$ cat config.mk
export PLATFORM = sky130hd
export DESIGN_NAME = bus_err_irq_agg
export DESIGN_NICKNAME = d
export VERILOG_FILES = /design/src/rtl/bus_err_irq_agg.sv
export SDC_FILE = /design/constraint.sdc
export NUM_CORES = 1
export LEC_CHECK = 0
export BUFFER_PORTS_ARGS = -buffer_cell sky130_fd_sc_hd__buf_2
export CAP_MARGIN = 25
export CORE_MARGIN = 3
export CORE_UTILIZATION = 54
export CTS_CLUSTER_SIZE = 20
export DETAILED_ROUTE_END_ITERATION = 6
export GPL_ROUTABILITY_DRIVEN = 0
export MAX_ROUTING_LAYER = met4
export PLACE_DENSITY = 0.79
export SLEW_MARGIN = 10
export SYNTH_ARGS = -nofsm -noshare
export SYNTH_HDL_FRONTEND = slang
export SYNTH_SLANG_ARGS = --single-unit
$ cat constraint.sdc
create_clock -name clk_i -period 3 [get_ports clk_i]
set_clock_uncertainty 0.1 [all_clocks]
set_input_delay 0.45 -clock clk_i [delete_from_list [all_inputs] [get_ports clk_i]]
set_output_delay 0.45 -clock clk_i [all_outputs]
set_load 0.01 [all_outputs]
$ cat src/rtl/bus_err_irq_agg.sv
// Bus error interrupt aggregator: per-source edge latching and event counting,
// combined into one throttled interrupt with a programmable holdoff window.

package bus_err_irq_agg_pkg;
  typedef struct packed {
    logic [31:0] addr;
    logic        write;
    logic [31:0] wdata;
    logic [3:0]  wstrb;
    logic        valid;
  } reg_req_t;

  typedef struct packed {
    logic [31:0] rdata;
    logic        error;
    logic        ready;
  } reg_rsp_t;
endpackage

// One error source: rising-edge detect, sticky pending bit, saturating counter.
module bus_err_irq_agg_lane #(
  parameter int CntWidth = 16
) (
  input  logic                clk_i,
  input  logic                rst_ni,
  input  logic                err_i,
  input  logic                clr_pend_i,
  input  logic                clr_cnt_i,
  output logic                pend_o,
  output logic [CntWidth-1:0] cnt_o
);
  logic prev_q;
  logic edge_w;

  assign edge_w = err_i & ~prev_q;

  always_ff @(posedge clk_i or negedge rst_ni) begin
    if (!rst_ni) begin
      prev_q <= 1'b0;
      pend_o <= 1'b0;
      cnt_o  <= '0;
    end else begin
      prev_q <= err_i;
      // A new edge beats a simultaneous software clear so no event is lost.
      if (edge_w)          pend_o <= 1'b1;
      else if (clr_pend_i) pend_o <= 1'b0;
      if (clr_cnt_i)                  cnt_o <= edge_w ? CntWidth'(1) : '0;
      else if (edge_w && cnt_o != '1) cnt_o <= cnt_o + CntWidth'(1);
    end
  end
endmodule

module bus_err_irq_agg #(
  parameter int          NumSources   = 2,
  parameter int          CntWidth     = 16,
  parameter logic [15:0] HoldoffReset = 16'd0,
  parameter type         reg_req_t    = bus_err_irq_agg_pkg::reg_req_t,
  parameter type         reg_rsp_t    = bus_err_irq_agg_pkg::reg_rsp_t
) (
  input  logic                  clk_i,
  input  logic                  rst_ni,
  input  logic [NumSources-1:0] err_irq_i,
  output logic                  irq_o,
  input  reg_req_t              reg_req_i,
  output reg_rsp_t              reg_rsp_o
);
  typedef enum logic [1:0] {IDLE, ASSERT, HOLDOFF} state_t;

  state_t                               state_q;
  logic [15:0]                          timer_q;
  logic [15:0]                          holdoff_q;
  logic [NumSources-1:0]                enable_q;
  logic [NumSources-1:0]                pending;
  logic [NumSources-1:0][CntWidth-1:0]  cnt;
  logic [NumSources-1:0]                clr_pend;
  logic [NumSources-1:0]                clr_cnt;
  logic [2:0]                           idx;
  logic                                 dec_err;
  logic                                 wr;
  logic [31:0]                          rdata;
  logic                                 cause;

  assign idx   = reg_req_i.addr[4:2];
  assign cause = |(pending & enable_q);

  // Address decode and read mux; bad addresses read zero and never write.
  always_comb begin
    rdata   = '0;
    dec_err = 1'b0;
    case (idx)
      3'd0: rdata[NumSources-1:0] = pending;
      3'd1: rdata[NumSources-1:0] = enable_q;
      3'd2: rdata[15:0]           = holdoff_q;
      3'd3: dec_err               = 1'b1;
      default: begin
        dec_err = 1'b1;
        for (int i = 0; i < NumSources; i++) begin
          if (idx == 3'(4 + i)) begin
            dec_err              = 1'b0;
            rdata[CntWidth-1:0]  = cnt[i];
          end
        end
      end
    endcase
  end

  assign wr = reg_req_i.valid & reg_req_i.write & ~dec_err;

  always_comb begin
    reg_rsp_o       = '0;
    reg_rsp_o.ready = 1'b1;
    reg_rsp_o.error = reg_req_i.valid & dec_err;
    reg_rsp_o.rdata = (reg_req_i.valid && !dec_err) ? rdata : 32'd0;
  end

  always_comb begin
    clr_pend = (wr && idx == 3'd0) ? reg_req_i.wdata[NumSources-1:0] : '0;
    clr_cnt  = '0;
    for (int i = 0; i < NumSources; i++)
      clr_cnt[i] = wr && (idx == 3'(4 + i));
  end

  for (genvar g = 0; g < NumSources; g++) begin : g_lane
    bus_err_irq_agg_lane #(.CntWidth(CntWidth)) u_lane (
      .clk_i      (clk_i),
      .rst_ni     (rst_ni),
      .err_i      (err_irq_i[g]),
      .clr_pend_i (clr_pend[g]),
      .clr_cnt_i  (clr_cnt[g]),
      .pend_o     (pending[g]),
      .cnt_o      (cnt[g])
    );
  end

  always_ff @(posedge clk_i or negedge rst_ni) begin
    if (!rst_ni) begin
      enable_q  <= '0;
      holdoff_q <= HoldoffReset;
    end else if (wr) begin
      if (idx == 3'd1) enable_q  <= reg_req_i.wdata[NumSources-1:0];
      if (idx == 3'd2) holdoff_q <= reg_req_i.wdata[15:0];
    end
  end

  // irq_o is the registered image of the ASSERT state.
  always_ff @(posedge clk_i or negedge rst_ni) begin
    if (!rst_ni) begin
      state_q <= IDLE;
      timer_q <= '0;
      irq_o   <= 1'b0;
    end else begin
      case (state_q)
        IDLE: begin
          if (cause) begin
            state_q <= ASSERT;
            irq_o   <= 1'b1;
          end
        end
        ASSERT: begin
          if (!cause) begin
            irq_o <= 1'b0;
            if (holdoff_q == 16'd0) begin
              state_q <= IDLE;
            end else begin
              state_q <= HOLDOFF;
              timer_q <= holdoff_q;
            end
          end
        end
        HOLDOFF: begin
          if (timer_q == 16'd1) begin
            state_q <= IDLE;
            timer_q <= '0;
          end else begin
            timer_q <= timer_q - 16'd1;
          end
        end
        default: begin
          state_q <= IDLE;
          irq_o   <= 1'b0;
        end
      endcase
    end
  end

  logic unused_bits;
  assign unused_bits = ^{reg_req_i.addr[31:5], reg_req_i.addr[1:0],
                         reg_req_i.wstrb, reg_req_i.wdata[31:16]};
endmodule

# Word-level counts from Yosys, hierarchy flattened
# Index checks and enable logic that the tools add are counted.
# word_totals
register_bits	73
latch_bits	0
ram_bits	0
mem_bits_ro	0
inputBits	74
out_inout_bits	35
memories	0
# classes
add_sub_neg	3
mul	0
div_mod_pow	0
order_cmp	0
n_eq_ne	14
shift	0
muxes	31
bitwise	10
reduce_logical	23
# op_table
op	n
$mux 16	10
$add 16x1->16 const B	2
$ne 16x16->1 const B	2
$pmux 16 s2	1
$pmux 14 s2	1
$eq 16x1->1 const B	1
$logic_not 16->1	1
$sub 16x1->16 const B	1
$mux 1	10
$mux 2	5
$reduce_bool 2->1	5
$reduce_and 3->1	3
$ne 2x2->1 const B	4
$pmux 2 s4	1
$eq 3x2->1 const B	2
$eq 3x3->1 const B	2
$logic_and 1x1->1	6
$pmux 2 s3	1
$reduce_or 3->1	2
$and 1x1->1	5
$not 1->1	4
$reduce_and 2->1	2
$eq 3x1->1 const B	1
$logic_not 3->1	1
other kinds (8)	8

# Longest topological paths before layout
# Gate-level depths: netlist of the first run.
# logic_depth
word_depth	10
mapped_depth	9

# By module
# A second synthesis of the first run with hierarchy kept.
# unflattened
cells_unflattened	501
area_unflattened_um2	4682.0
# modules_own_cells
module	n_inst	cells_per_inst	area_each_um2	seq_area_each_um2
bus_err_irq_agg	1	285	2474.9	925.9
bus_err_irq_agg_lane	2	108	1103.6	450.4

# Worst setup path before layout of the first run
# Ideal clock, no wire load.
# synth_timing
path_type	register to register
start	register timer_q[12]
end	register timer_q[7]
arrival_ns	2.167
required_time_ns	2.774
path_slack_ns	0.607
stages_incl_launch_ff	9
n_path_buf	3
path_cell_list	dfrtp_1 > or4_1 > buf_2 > or4_1 > buf_2 > o21ai_4 > buf_6 > nor4_1 > a221o_1
# synth_via
elab_chain_len	3
# synth_rtl
element	line	source
from (decl)	70	logic [15:0] timer_q;
from (signal assigned)	166	timer_q <= holdoff_q;
from (signal assigned)	175	timer_q <= timer_q - 16'd1;
$eq 16x1->1	171	if (timer_q == 16'd1) begin
$mux 16	171	
$pmux 16 s2	152	case (state_q)
# No other way between the ends.
# A chain may end at the register's enable or synchronous reset.

# Worst setup path in the final report of the first run
# layout_timing
start	register timer_q[4]
end	register timer_q[7]
# layout_via
elab_chain_len	3
# layout_rtl
element	line
$sub 16x1->16 / $eq 16x1->1 (equally long branches)	175, 171
$mux 16 (*)	171
$pmux 16 s2 (*)	152
# Every way passes the cells marked *; elsewhere a longest branch is shown, timed or not.

==> results of run 1 <==
-- layout make-up --
| cell class | instances | area, um2 | share of cell area |
|---|---|---|---|
| clock buffer | 9 | 124 | 0.0254 |
| multi-input combinational | 380 | 2340 | 0.481 |
| tap | 102 | 128 | 0.0262 |
| timing repair buffer | 54 | 300 | 0.0616 |
| clock inverter | 7 | 118 | 0.0241 |
| sequential | 73 | 1830 | 0.375 |
| inverter | 9 | 33.8 | 0.00693 |
-- Yosys cell counts, drive strengths merged, types with 5 or more instances --
cell    count
a211oi      7
a21oi      34
a221o       8
a31oi       6
and2        5
and3        7
buf        22
clkbuf     17
dfrtp      73
inv         9
mux2       19
mux2i      18
nand2      31
nand2b      9
nand3      13
nand4       8
nor2       73
nor2b       5
nor3       15
nor4       14
o21ai      21
xnor2      12
xor2        8
-- sequential cells by signal, indices dropped and copies added, names as in the netlist --
signal	count
g_lane.u_lane.cnt_o	32
holdoff_q	16
timer_q	16
enable_q	2
g_lane.u_lane.pend_o	2
g_lane.u_lane.prev_q	2
state_q	2
irq_o	1
-- report_power, final --
part	switching, W	internal (W)	total [W]
logic	0.000570	0.000420	0.000990
registers	0.000287	0.00121	0.00150
clock network	0.000391	0.000554	0.000945
-- routing by layer --
metal | track usage | up-vias | part of all wire
li1 | - | 1812 | -
met1 | 0.300 | 1904 | 0.43
met2 | 0.404 | 102 | 0.50
met3 | 0.0547 | 20 | 0.045
met4 | 0.0960 | 0 | 0.021
met5 | - | - | 0
-- how the worst max path moves through the flow --
stage                                 start                endpoint  slack [ns]  cells past startpoint
finish               timer_q[4]$_DFFE_PN0P_  timer_q[7]$_DFFE_PN0P_        0.25                      5
global route         timer_q[4]$_DFFE_PN0P_  timer_q[7]$_DFFE_PN0P_        0.17                      5
CTS                  timer_q[4]$_DFFE_PN0P_  timer_q[7]$_DFFE_PN0P_        0.26                      5
floorplan           timer_q[12]$_DFFE_PN0P_  timer_q[7]$_DFFE_PN0P_        0.61                      8
detailed placement   timer_q[4]$_DFFE_PN0P_  timer_q[4]$_DFFE_PN0P_        0.28                      5
global placement     timer_q[4]$_DFFE_PN0P_  timer_q[7]$_DFFE_PN0P_        0.32                      5
-- through the flow --
stage | instance area [um2] | setup slack (ns) | hold WS [ns] | total power (W) | util
after CTS | 4870 | 0.264 | 0.0354 | 0.00342 | 0.624
final | 4870 | 0.254 | 0.0264 | 0.00343 | 0.624
after floorplan | 4420 | 0.607 | 0.0544 | 0.00219 | -
after detailed placement | 4630 | 0.282 | 0.395 | 0.00247 | 0.593
after global routing | 4870 | 0.170 | 0.0648 | 0.00364 | 0.624
after global placement | 4630 | 0.318 | 0.375 | 0.00242 | 0.593
-- worst register-to-register path: cells and delay by family, from the launching register on --
family / cells / cell delay [ns]
DFF: 1 / 0.44
AOI/OAI and AO/OA: 3 / 0.86
and+or+nand+nor: 2 / 1.23
-- logic make-up (layout without fill, tap and decap cells) --
kind of cell             Yosys count  after routing
AND/OR/NAND/NOR                  197            197
buffers and inverters             48             79
AO/OA/AOI/OAI                    104            104
XOR/XNOR                          20             20
multiplexers                      37             37
other                              2             17
adder cells (fa/ha/maj)            5              5
flip-flops                        73             73
==> flow_metrics.py, run 1 <==
metrics = {
    "run_status": {
        "outcome": "completed",
    },
    "clock_network": {
        "cts_tree": "built",
        "insertion_delay_ns": 0.36,
        "clockBufferDepth": 2,
        "cts_root_buf": "clkbuf_8",
        "post_cts_buffers": 0,
        "cts_resized": 0,
        "cts_max_level": 3,
        "clkTransAtPathRegs_ns": 0.08,
        "holdBufCountCts": 0,
        "cts.sinks": 73,
        "cts_buffers": 9,
    },
    "final_layout": {
        "fill_cells": 680,
        "drive_gt1_frac": 0.175,
        "antenna_cells": 0,
        "area.growth.synth_to_final_pct": 11.6,
        "num-nets-final": 605,
        "layout.cells.most_common_list": "73 x nor2_1, 73 x dfrtp_1, 42 x buf_2, 34 x a21oi_1, 31 x nand2_1",
        "stdcell_count": 634,
    },
    "global_route": {
        "grt_antenna_before_repair": 0,
        "grt_pass1_vias": 3655,
        "grt_max_degree": 31,
        "globalRouteTotalUtil": 0.248,
        "globalRouteOverflowTotal": 0,
        "grt_pass1_wl_um": 17100,
    },
    "logic_synthesis": {
        "ys_seq_elements": 73,
        "synth_top_area_frac": 0.418,
        "yosys.area_share.adder": 0.0137,
        "netlist_instances": 486,
        "syn-cell-area_um2": 4370,
        "synthTopCellsByArea": "dfrtp_1 42%, nor2_1 6.3%, mux2_2 4.9%",
        "synth_warnings": 0,
        "synthFlopType": "dfrtp_1",
        "ys_seq_area_frac": 0.418,
        "yosys.area_share.simple": 0.222,
        "synth-xor-area-share": 0.0401,
        "synth_cell_types": 54,
        "async_flop_share": 1.00,
        "synthMuxAreaShare": 0.0902,
        "synth_edf_count": 0,
        "synth_compound_area_frac": 0.156,
        "avgSynthCellArea_um2": 8.99,
        "yosysTopAreaCell": "dfrtp_1",
        "synth_top_family_by_area": "simple AND/OR/NAND/NOR gates",
    },
    "floorplanning": {
        "ios": 109,
        "die_x_um": 95.9,
        "start_util": 0.559,
        "dieArea_um2": 9200,
        "die_h_um": 95.9,
        "row_count": 32,
        "core_um2": 7810,
    },
    "timing": {
        "tightest_slew_ns": 0.840,
        "hold_violations": 0,
        "finalMaxSlewViolations": 0,
        "rsz0062_at_grt": "false",
        "setup_viol": 0,
        "setup_tns_ns": 0,
        "period_share": 0.915,
        "fmax_mhz": 364,
        "finalCriticalPeriod_ns": 2.75,
        "slew_headroom": 0.438,
    },
    "critical_path": {
        "r2r-end": "timer_q[7]$_DFFE_PN0P_",
        "rr_worst_depth": 5,
        "cp_cell_sequence": "or4_1, or4_1, o21ai_4, o21ai_0, a221o_1",
        "reg2reg_from": "timer_q[4]$_DFFE_PN0P_",
        "path_buf_inv": 0,
        "slowest_stage": "or4_1",
        "cp_top_family": "simple AND/OR/NAND/NOR gates",
        "crit_top_cell": "or4_1",
        "cp_slowest_stage_delay_ns": 0.65,
        "cp-end-kind": "flop",
        "arrival_ns": 2.89,
        "critPathRequiredTime_ns": 3.14,
        "r2r_slack_ns": 0.25,
        "crit_fanout": 15,
        "path_class": "reg2reg",
        "critPathLaunchType": "flop",
    },
    "routing": {
        "drt_pass1_iterations": 5,
        "ant_nets": 0,
        "drtIter0Drc": 284,
        "vias_per_cell": 6.05,
        "num_vias": 3838,
        "wire_per_inst_um": 16.8,
        "drc": 0,
        "postRouteWirelength_um": 10700,
    },
    "pwr": {
        "vdd_drop_max_v": 0.000485,
        "p_per_area_nw_per_um2": 705,
        "leakagePower_nw": 2.15,
    },
    "placement": {
        "numPortBuffers": 42,
        "dp_hpwl_um": 7700,
        "dp_cells": 618,
    },
    "hold_path": {
        "worstHoldPathType": "in2async",
    },
    "job": {
        "maxCapViolations": 0,
    },
}
Power figures use the tool's default switching activity.
==> run 2, diff against run 1 <==
Settings changed: CORE_UTILIZATION 54 to 56, CTS_BUF_LIST set to sky130_fd_sc_hd__clkbuf_8, PLACE_DENSITY 0.79 to 0.81.
==> run 2 against run 1 <==
Net effect:
- register-to-register slack worse by 0.09 ns
- total power rose by 0.14%
- sequential power is essentially flat
- sequential share of layout area is essentially flat
- first-iteration DRC count grew 24%
- flip-flop and latch count stayed put
- final area hardly changed
- fmax decreased by 3.0%
- critical endpoint unchanged
==> flow_metrics.py, run 2 (synthesis results as in run 1) <==
metrics = {
    "run_status": {
        "outcome": "completed",
    },
    "pwr": {
        "p_seq_frac": 0.435,
        "p_comb_frac": 0.290,
        "leakagePower_nw": 2.15,
        "sw_frac_of_total": 0.365,
        "p_sw_w": 0.00125,
        "power.internal_w": 0.00218,
        "p_per_area_nw_per_um2": 706,
        "vdd_drop_max_v": 0.000315,
        "pwr-share-clk": 0.275,
    },
    "timing": {
        "finalMaxSlewViolations": 0,
        "tightest_slew_ns": 0.825,
        "setup_tns_ns": 0,
        "hold_ws_ns": 0.105,
        "fmax_mhz": 353,
        "period_share": 0.944,
        "rsz0062_at_grt": "false",
        "hold_violations": 0,
        "slew_headroom": 0.448,
        "setup_viol": 0,
        "finalCriticalPeriod_ns": 2.83,
    },
    "floorplanning": {
        "dieArea_um2": 8900,
        "row_count": 31,
        "die_x_um": 94.3,
        "die_h_um": 94.3,
        "core_um2": 7410,
        "start_util": 0.590,
        "ios": 109,
    },
    "routing": {
        "num_vias": 3881,
        "wl_met2_um": 5430,
        "vias_per_cell": 6.15,
        "postRouteWirelength_um": 10800,
        "drt_pass1_iterations": 5,
        "drtIter0Drc": 353,
        "route.met3.wl_um": 618,
        "routed.top_layer": "met4",
        "wl_met1_um": 4410,
        "ant_nets": 0,
        "wire_per_inst_um": 17.0,
        "drc": 0,
    },
    "final_layout": {
        "drive_gt1_frac": 0.173,
        "layout.cells.most_common_list": "73 x nor2_1, 73 x dfrtp_1, 42 x buf_2, 34 x a21oi_1, 31 x nand2_1",
        "fill_cells": 596,
        "antenna_cells": 0,
        "regMostFlops": "g_lane.u_lane.cnt_o",
        "num-nets-final": 605,
        "top_regs": "g_lane.u_lane.cnt_o: 32 flops, holdoff_q: 16 flops, timer_q: 16 flops",
        "multi_input_area_um2": 2340,
        "area.growth.synth_to_final_pct": 11.5,
        "largest_reg_flops": 32,
        "ff_latch_area_um2": 1830,
    },
    "critical_path": {
        "critPathRequiredTime_ns": 3.14,
        "crit_top_cell": "or4_1",
        "cp_cell_sequence": "or4_1, or4_1, o21ai_4, o21ai_0, a221o_1",
        "rr_worst_depth": 5,
        "cp-end-kind": "flop",
        "path_class": "reg2reg",
        "reg2reg_from": "timer_q[4]$_DFFE_PN0P_",
        "path_buf_inv": 0,
        "slowest_stage": "or4_1",
        "r2r_slack_ns": 0.17,
        "arrival_ns": 2.97,
        "crit_fanout": 15,
        "critPathLaunchType": "flop",
        "r2r-end": "timer_q[7]$_DFFE_PN0P_",
        "cp_top_family": "simple AND/OR/NAND/NOR gates",
        "cp_slowest_stage_delay_ns": 0.67,
    },
    "placement": {
        "dp_hpwl_um": 7770,
        "numPortBuffers": 42,
    },
    "hold_path": {
        "worstHoldPathType": "in2reg",
        "hold_depth": 1,
        "holdCritStartpoint": "err_irq_i[0]",
        "min_to": "g_lane[0].u_lane.prev_q$_DFF_PN0_",
    },
    "clock_network": {
        "cts_max_level": 3,
        "cts_root_buf": "clkbuf_8",
        "clockBufferDepth": 2,
        "cts.sinks": 73,
        "cts_buffers": 9,
        "insertion_delay_ns": 0.36,
        "post_cts_buffers": 0,
        "clkTransAtPathRegs_ns": 0.08,
        "cts_tree": "built",
    },
    "global_route": {
        "grt_antenna_before_repair": 0,
        "grt_max_degree": 30,
        "globalRouteTotalUtil": 0.264,
        "grt_pass1_vias": 3823,
        "globalRouteOverflowTotal": 0,
        "grt_pass1_wl_um": 17900,
    },
    "job": {
        "maxCapViolations": 0,
    },
}
[run 2: cell count changes in the layout (fill, tap and decap cells not counted)]
cell / delta
dlygate4sd3_1: +1
buf_4: -1
[run 2: cell type report]
class,instances,area share
multi-input combinational,380,0.481
timing repair buffer,54,0.0621
tap,99,0.0254
clock inverter,7,0.0241
sequential,73,0.375
inverter,9,0.00693
clock buffer,9,0.0254
[run 2: routing by layer]
metal | vias up | global-route usage
li1 | 1823 | -
met1 | 1880 | 0.317
met2 | 149 | 0.433
met3 | 29 | 0.0385
met4 | 0 | 0.138
met5 | - | -
[run 2: how the worst max path moves through the flow]
stage	startpoint	endpoint	slack [ns]	cells past startpoint
finish	timer_q[4]$_DFFE_PN0P_	timer_q[7]$_DFFE_PN0P_	0.17	5
global route	timer_q[4]$_DFFE_PN0P_	timer_q[6]$_DFFE_PN0P_	0.04	5
floorplan	timer_q[12]$_DFFE_PN0P_	timer_q[7]$_DFFE_PN0P_	0.61	8
global placement	timer_q[4]$_DFFE_PN0P_	timer_q[7]$_DFFE_PN0P_	0.33	5
CTS	timer_q[4]$_DFFE_PN0P_	timer_q[7]$_DFFE_PN0P_	0.23	5
detailed placement	timer_q[4]$_DFFE_PN0P_	timer_q[3]$_DFFE_PN0P_	0.25	5
[run 2: what timing repair did]
item / 4_1_cts / 5_1_grt
gates resized for setup: 0 / 0
hold buffers: 1 / 0
endpoints found under the hold margin: 23 / 0
[run 2: power by group through the flow]
| stage | combinational, W | sequential [W] | clock, W |
|---|---|---|---|
| final | 0.000998 | 0.00150 | 0.000946 |
| after global routing | 0.00112 | 0.00153 | 0.000996 |
| after CTS | 0.000983 | 0.00149 | 0.000954 |
| after detailed placement | 0.000973 | 0.00150 | 0 |
| after global placement | 0.000924 | 0.00148 | 0 |
| after floorplan | 0.000769 | 0.00142 | 0 |
[run 2: through the flow]
step	cells	total power [W]	setup WS (ns)	cell area (um2)	utilization
4_1_cts	631	0.00342	0.229	4870	0.658
3_5_place_dp	614	0.00248	0.254	4620	0.624
2_1_floorplan	501	0.00219	0.607	4420	-
5_1_grt	631	0.00364	0.0364	4870	0.658
3_3_place_gp	614	0.00241	0.328	4620	0.624
6_report	631	0.00344	0.168	4870	0.658
